$ cat config.mk
export PLATFORM = sky130hd
export DESIGN_NAME = clock_pattern_detector
export DESIGN_NICKNAME = d
export VERILOG_FILES = /design/src/rtl/clock_pattern_detector.sv
export SDC_FILE = /design/constraint.sdc
export NUM_CORES = 1
export LEC_CHECK = 0
export ABC_AREA = 1
export CAP_MARGIN = 0
export CORE_ASPECT_RATIO = 2
export CORE_UTILIZATION = 47
export DETAILED_ROUTE_END_ITERATION = 10
export PLACE_DENSITY = 0.7
export SYNTH_ARGS = -nofsm -noshare
export SYNTH_HDL_FRONTEND = slang
export SYNTH_SLANG_ARGS = --single-unit
export TNS_END_PERCENT = 20
$ cat constraint.sdc
create_clock -name i_local_ckp -period 6.05 [get_ports i_local_ckp]
set_input_delay 0.605 -clock i_local_ckp [delete_from_list [all_inputs] [get_ports i_local_ckp]]
set_output_delay 0.605 -clock i_local_ckp [all_outputs]
set_load 0.01 [all_outputs]
$ cat src/rtl/clock_pattern_detector.sv
`default_nettype none
// ============================================================================
// Module      : clock_pattern_detector
// Description : Receiver-side checker for the mainband clock-training pattern.
//               Validates the burst/gap structure on RCKP, RCKN and RTRACK,
//               counts valid iterations per lane within a bounded window and
//               reports per-lane pass/fail to the MBINIT clock-test logic.
// Revision    : 1.0 - initial release
// ============================================================================
module clock_pattern_detector #(
    parameter int BURST_LEN      = 16,
    parameter int GAP_LEN        = 8,
    parameter int ITERATIONS     = 128,
    parameter int PASS_THRESHOLD = 16,
    parameter int TIMEOUT        = 3136
) (
    input  logic       i_local_ckp,
    input  logic       i_rst,
    input  logic       i_start_clk_detect,
    input  logic       i_ckp_pulse,
    input  logic       i_ckn_pulse,
    input  logic       i_track_pulse,
    output logic       o_busy,
    output logic       o_done,
    output logic       o_ckp_pass,
    output logic       o_ckn_pass,
    output logic       o_track_pass,
    output logic [7:0] o_ckp_cnt,
    output logic [7:0] o_ckn_cnt,
    output logic [7:0] o_track_cnt
);

    localparam int c_LANES = 3;

    localparam logic [1:0] c_ST_IDLE   = 2'd0;
    localparam logic [1:0] c_ST_DETECT = 2'd1;
    localparam logic [1:0] c_ST_DONE   = 2'd2;

    localparam logic [11:0] c_WIN_LAST = 12'(TIMEOUT - 1);
    localparam logic [7:0]  c_CNT_MAX  = 8'(ITERATIONS);
    localparam logic [7:0]  c_PASS_MIN = 8'(PASS_THRESHOLD);
    localparam logic [4:0]  c_BURST    = 5'(BURST_LEN);
    localparam logic [3:0]  c_GAP      = 4'(GAP_LEN);
    localparam logic [4:0]  c_ONE_SAT  = 5'd31;
    localparam logic [3:0]  c_ZERO_SAT = 4'd15;

    logic [1:0]  r_state;
    logic [1:0]  w_state_nxt;
    logic        r_start_d;
    logic        r_start_low_seen;
    logic [11:0] r_win;

    logic        w_rise;
    logic        w_fall;
    logic        w_run;
    logic        w_enter;
    logic        w_abort;
    logic        w_finish;
    logic        w_win_end;
    logic        w_all_full;

    logic        w_pulse   [c_LANES];
    logic [7:0]  w_cnt     [c_LANES];
    logic [7:0]  w_cnt_nxt [c_LANES];
    logic        w_pass    [c_LANES];

    assign w_pulse[0] = i_ckp_pulse;
    assign w_pulse[1] = i_ckn_pulse;
    assign w_pulse[2] = i_track_pulse;

    // A start held high through reset must fall once before it can arm again,
    // so the rise is only honoured after start has been seen low.
    assign w_rise = i_start_clk_detect & ~r_start_d & r_start_low_seen;
    assign w_fall = ~i_start_clk_detect & r_start_d;

    assign w_run      = (r_state == c_ST_DETECT);
    assign w_win_end  = (r_win == c_WIN_LAST);
    assign w_all_full = (w_cnt_nxt[0] == c_CNT_MAX) &&
                        (w_cnt_nxt[1] == c_CNT_MAX) &&
                        (w_cnt_nxt[2] == c_CNT_MAX);

    assign w_enter  = (w_state_nxt == c_ST_DETECT) && (r_state != c_ST_DETECT);
    assign w_abort  = w_run && (w_state_nxt == c_ST_IDLE);
    assign w_finish = w_run && (w_state_nxt == c_ST_DONE);

    // Start edge-detect history
    always_ff @(posedge i_local_ckp) begin
        if (i_rst) begin
            r_start_d        <= 1'b0;
            r_start_low_seen <= 1'b0;
        end else begin
            r_start_d <= i_start_clk_detect;
            if (!i_start_clk_detect) begin
                r_start_low_seen <= 1'b1;
            end
        end
    end

    // FSM state register
    always_ff @(posedge i_local_ckp) begin
        if (i_rst) begin
            r_state <= c_ST_IDLE;
        end else begin
            r_state <= w_state_nxt;
        end
    end

    // FSM next-state logic; abort takes priority over window end
    always_comb begin
        w_state_nxt = r_state;
        case (r_state)
            c_ST_IDLE: begin
                if (w_rise) begin
                    w_state_nxt = c_ST_DETECT;
                end
            end
            c_ST_DETECT: begin
                if (w_fall) begin
                    w_state_nxt = c_ST_IDLE;
                end else if (w_win_end || w_all_full) begin
                    w_state_nxt = c_ST_DONE;
                end
            end
            c_ST_DONE: begin
                if (w_rise) begin
                    w_state_nxt = c_ST_DETECT;
                end else if (w_fall) begin
                    w_state_nxt = c_ST_IDLE;
                end
            end
            default: begin
                w_state_nxt = c_ST_IDLE;
            end
        endcase
    end

    // FSM outputs decoded from the state register
    always_comb begin
        o_busy = (r_state == c_ST_DETECT);
        o_done = (r_state == c_ST_DONE);
    end

    // Detection window counter; stops at its last value so it never wraps
    always_ff @(posedge i_local_ckp) begin
        if (i_rst || w_enter) begin
            r_win <= '0;
        end else if (w_run && !w_win_end) begin
            r_win <= r_win + 12'd1;
        end
    end

    for (genvar g = 0; g < c_LANES; g++) begin : g_lane
        logic       r_prev;
        logic [4:0] r_one;
        logic [3:0] r_zero;
        logic       r_ok;
        logic [7:0] r_cnt;
        logic       r_pass;

        logic [4:0] w_one_nxt;
        logic [3:0] w_zero_nxt;
        logic       w_ok_nxt;
        logic       w_hit;
        logic [7:0] w_cnt_l;

        // Run-length tracking and iteration qualification for this lane
        always_comb begin
            w_one_nxt  = r_one;
            w_zero_nxt = r_zero;
            w_ok_nxt   = r_ok;
            if (w_pulse[g]) begin
                w_zero_nxt = 4'd0;
                if (!r_prev) begin
                    w_one_nxt = 5'd1;
                    w_ok_nxt  = 1'b0;
                end else if (r_one != c_ONE_SAT) begin
                    w_one_nxt = r_one + 5'd1;
                end
            end else begin
                if (r_prev) begin
                    w_ok_nxt   = (r_one == c_BURST);
                    w_zero_nxt = 4'd1;
                end else if (r_zero != c_ZERO_SAT) begin
                    w_zero_nxt = r_zero + 4'd1;
                end
            end
            // Count once, at the moment the gap reaches its full length
            w_hit   = !w_pulse[g] && w_ok_nxt &&
                      (w_zero_nxt == c_GAP) && (r_zero != c_GAP);
            w_cnt_l = r_cnt;
            if (w_run && w_hit && (r_cnt != c_CNT_MAX)) begin
                w_cnt_l = r_cnt + 8'd1;
            end
        end

        // Lane state: cleared on arm/abort, updated only while detecting
        always_ff @(posedge i_local_ckp) begin
            if (i_rst || w_enter || w_abort) begin
                r_prev <= 1'b0;
                r_one  <= '0;
                r_zero <= '0;
                r_ok   <= 1'b0;
                r_cnt  <= '0;
                r_pass <= 1'b0;
            end else if (w_run) begin
                r_prev <= w_pulse[g];
                r_one  <= w_one_nxt;
                r_zero <= w_zero_nxt;
                r_ok   <= w_ok_nxt;
                r_cnt  <= w_cnt_l;
                if (w_finish) begin
                    r_pass <= (w_cnt_l >= c_PASS_MIN);
                end
            end
        end

        assign w_cnt[g]     = r_cnt;
        assign w_cnt_nxt[g] = w_cnt_l;
        assign w_pass[g]    = r_pass;
    end

    assign o_ckp_cnt    = w_cnt[0];
    assign o_ckn_cnt    = w_cnt[1];
    assign o_track_cnt  = w_cnt[2];
    assign o_ckp_pass   = w_pass[0];
    assign o_ckn_pass   = w_pass[1];
    assign o_track_pass = w_pass[2];

endmodule
`default_nettype wire

==> metrics.md <==
| Metric | Value |
|---|---|
| Post-synthesis cell area | `4610 um^2` |
| Fraction of layout cells with a size suffix above 1 | `7.63%` |
| Clock Tree Root | `sky130_fd_sc_hd__clkbuf_16` |
| Peak supply drop | `0.201 mV` |
| Final routed wire length divided by cell count | `12.1 um` |
| GRT Total Usage | `21.8%` |
| H-tree lvl count | `3` |
| Post-Syn Instances | `672` |
| Antenna violations before repair | `0` |
| Leading register cell type out of synthesis | `sky130_fd_sc_hd__dfxtp_1` |
| Commonest cells after routing, fill and taps aside | `sky130_fd_sc_hd__nand2_1, sky130_fd_sc_hd__nor2_1, sky130_fd_sc_hd__inv_1` |
| Psw | `0.000292 W` |
| Least-Margin Pin Slew | `1.09 ns` |
| Cells traversed along the worst timing path | `ha_1, nand3_2, xor2_1, nand3_2, nand2_1, nand2_1, nor2_1, nand2_1, nor2_1, nand3_2, nand3_2, nand3_2, nand2_1, a21oi_1` |
| Starting utilization of the core area | `48.8%` |
| Sum of net half-perimeters after detailed placement | `7640 um` |
| CTS sink cnt | `76` |
| Internal Pwr Total | `0.000857 W` |
| Count of buffer and inverter cells on the critical path | `0` |
| Area growth syn-to-layout | `16.0%` |
| Leading post-synthesis cells by cell area | `sky130_fd_sc_hd__dfxtp_1, sky130_fd_sc_hd__nand2_1, sky130_fd_sc_hd__nor2_1, sky130_fd_sc_hd__inv_1, sky130_fd_sc_hd__ha_1` |
| Crit path largest cell delay | `0.47 ns` |
| Clock input transition at the sequential cells of the worst setup and hold paths | `0.06 ns` |
| Sequential fraction of the synthesis area | `33.0%` |
| Combinational fraction of design power | `6.4%` |
| Power density over cell area | `215 nW/um^2` |
| Switching Share | `25.4%` |
| Clock latency on the worst-skew pair | `0.34 ns` |
| Average size of a mapped cell | `6.86 um^2` |
| Number of failing hold endpoints at the final stage | `0` |
| Number of warnings issued by yosys | `0` |
| Final worst setup slack | `3.22 ns` |
| Final Instance Count excl. Fillers | `838` |
| Reported leakage power | `2.24 nW` |
| Commonest non-fill, non-tap cell in the layout | `sky130_fd_sc_hd__nand2_1` |
| Cell count after placement | `822` |
| Number of global-route vias before repair | `4201` |
| Residual antenna-violating net count after detailed routing | `0` |
| Largest clock skew in the final design | `0.00616 ns` |
| Number of nets in the layout | `731` |
| CTS tree | `yes` |
| Cell with the largest stage delay on the worst path | `sky130_fd_sc_hd__xor2_1` |
| Horizontal die dimension | `72.0 um` |
| Type of origin of the critical path | `register` |
| Floorplan Core Area | `9450 um^2` |
| Asr flop ratio synth | `0%` |
| Crit. End Element | `register` |
| Cell variety after synth | `39` |
| Pins over their slew limit | `0` |
| Largest net degree at the start of global routing | `56` |
| Router iterations before antenna repair | `4` |
| IO buf count | `34` |
| Share of total power in sequential cells | `45.3%` |
| ANT cells | `0` |
| Overall overflow remaining after global route | `0` |
| Area fraction of the dominant cell type after synthesis | `33.0%` |
| Placement row count | `50` |
| Post-Synthesis Net Count | `700` |
| Register bit total from synthesis | `76` |
| Total Neg Setup Slack | `0 ns` |
| RSZ-0062 raised after global routing | `no` |
| Dominant cell type by area after synthesis | `sky130_fd_sc_hd__dfxtp_1` |
| DRC | `0` |
| Ratio of final minimum period to clock period | `46.7%` |
| Final GP Congestion | `0.857` |
| DIE HEIGHT | `142 um` |
| Number of buffers added by the clock tree synthesis step | `9` |
| Setup Viol. Count Final | `0` |
| Time the final worst path needs with I/O delays and setup | `2.83 ns` |
| Critical path peak fanout | `11` |
| Max-cap viol count | `0` |
| Count of flip-flops with a built-in enable after synthesis | `0` |
| Clock power share | `48.3%` |
| Routed via count | `4320` |
| First-pass GRT wire length | `17800 um` |
| Slew Limit Headroom | `26.8%` |
| # resized after CTS | `0` |
| Fmax | `0.354 GHz` |
| Post-CTS Setup Repair Bufs | `0` |
| Buffers from clock root to sink, at most | `2` |
| Critical path data arrival time | `3.01 ns` |
| Critical path start-end classification | `reg -> reg` |
| First DRT Iteration DRCs | `199` |
| Number of vias per cell | `5.16` |
| Dominant cell type by count on the critical path | `sky130_fd_sc_hd__nand3_2` |
| Worst slack at placement | `2.89 ns` |
| Wire length reported by the detailed router | `10200 um` |
| I/O pin cnt | `35` |
| Worst EP required | `6.23 ns` |
| DIE AREA | `10200 um^2` |
| Hold Buf Count CTS | `0` |
| Outcome | `complete, no violations` |
| Min-Delay Path Class | `reg -> reg` |
| Top delay family on crit path | `simple AND/OR/NAND/NOR gates` |
==> final timing paths <==
| path | from | endpoint | slack (ns) | depth (start not counted) |
|---|---|---|---|---|
| worst min-delay path | g_lane[1].r_ok$_SDFFE_PP0P_ | g_lane[1].r_ok$_SDFFE_PP0P_ | 0.46 | 2 |
| worst min register to register | g_lane[1].r_ok$_SDFFE_PP0P_ | g_lane[1].r_ok$_SDFFE_PP0P_ | 0.46 | 2 |
| worst max-delay path | g_lane[1].r_zero[1]$_SDFFE_PP0P_ | o_ckn_pass$_SDFFE_PP0P_ | 3.22 | 14 |
| worst max register to register | g_lane[1].r_zero[1]$_SDFFE_PP0P_ | o_ckn_pass$_SDFFE_PP0P_ | 3.22 | 14 |
==> through the flow <==
stage	util (%)	hold WS (ns)	area, um^2	power, W
after global placement	53.3	0.451	5040	0.000603
after CTS	56.6	0.460	5340	0.00116
after detailed placement	53.3	0.452	5040	0.000605
after floorplan	-	0.426	4610	0.000585
after global routing	56.6	0.502	5340	0.00119
final	56.6	0.459	5340	0.00115
==> Yosys cell counts, drive strengths merged, types with 6 or more instances <==
library cell / n
a21oi: 41
nand3: 64
ha: 22
dfxtp: 76
buf: 8
clkbuf: 6
o21ai: 16
xor2: 20
xnor2: 7
nand4: 16
nor3: 16
nor2: 106
inv: 92
a211oi: 14
nand2: 145
==> per-layer routing <==
layer / vias to the layer above / track usage [%] / part of all wire, %
li1: 2227 / - / -
met1: 2007 / 21.6 / 39
met2: 62 / 41.8 / 55
met3: 24 / 3.05 / 3.1
met4: 0 / 11.9 / 3.3
met5: - / 0 / 0
==> worst register-to-register path, stage by stage, from the launching register on <==
cell and delay [ns]:
sky130_fd_sc_hd__dfxtp_1 0.41, sky130_fd_sc_hd__ha_1 0.27, sky130_fd_sc_hd__nand3_2 0.13, sky130_fd_sc_hd__xor2_1 0.47, sky130_fd_sc_hd__nand3_2 0.33, sky130_fd_sc_hd__nand2_1 0.16, sky130_fd_sc_hd__nand2_1 0.07, sky130_fd_sc_hd__nor2_1 0.11
sky130_fd_sc_hd__nand2_1 0.07, sky130_fd_sc_hd__nor2_1 0.14, sky130_fd_sc_hd__nand3_2 0.11, sky130_fd_sc_hd__nand3_2 0.11, sky130_fd_sc_hd__nand3_2 0.12, sky130_fd_sc_hd__nand2_1 0.10, sky130_fd_sc_hd__a21oi_1 0.06
==> registers in the layout, summed over array words and instances (netlist names) <==
signal and cells:
r_start_low_seen 1, o_ckp_cnt 8, o_ckn_pass 1, g_lane.r_ok 3, r_win 12, g_lane.r_one 15
r_start_d 1, g_lane.r_zero 12, g_lane.r_prev 3, o_track_cnt 8, o_ckp_pass 1, r_state 2
o_track_pass 1, o_ckn_cnt 8
==> cells by family after synthesis <==
| kind of cell | share of synthesized area (%) |
|---|---|
| AO/OA/AOI/OAI | 9.77 |
| XOR/XNOR | 5.13 |
| adder cells (fa/ha/maj) | 5.97 |
| buffers and inverters | 9.39 |
| flip-flops | 33.0 |
| AND/OR/NAND/NOR | 36.7 |
==> area by class of cell <==
| type | instances | area (um^2) |
|---|---|---|
| Inverter | 95 | 357 |
| Timing Repair Buffer | 34 | 340 |
| Multi-Input combinational cell | 487 | 2660 |
| Tap cell | 130 | 163 |
| Clock buffer | 9 | 225 |
| Clock inverter | 7 | 81.3 |
| Fill cell | 911 | 4100 |
| Sequential cell | 76 | 1520 |
==> power by group through the flow <==
stage / registers [W] / logic, W / clock network (W)
3_5_place_dp: 0.000531 / 0.0000739 / 0
6_report: 0.000520 / 0.0000738 / 0.000555
5_1_grt: 0.000521 / 0.0000839 / 0.000585
4_1_cts: 0.000520 / 0.0000744 / 0.000566
3_3_place_gp: 0.000531 / 0.0000718 / 0
2_1_floorplan: 0.000527 / 0.0000582 / 0
Note: power is estimated with default switching activity, not from simulation.
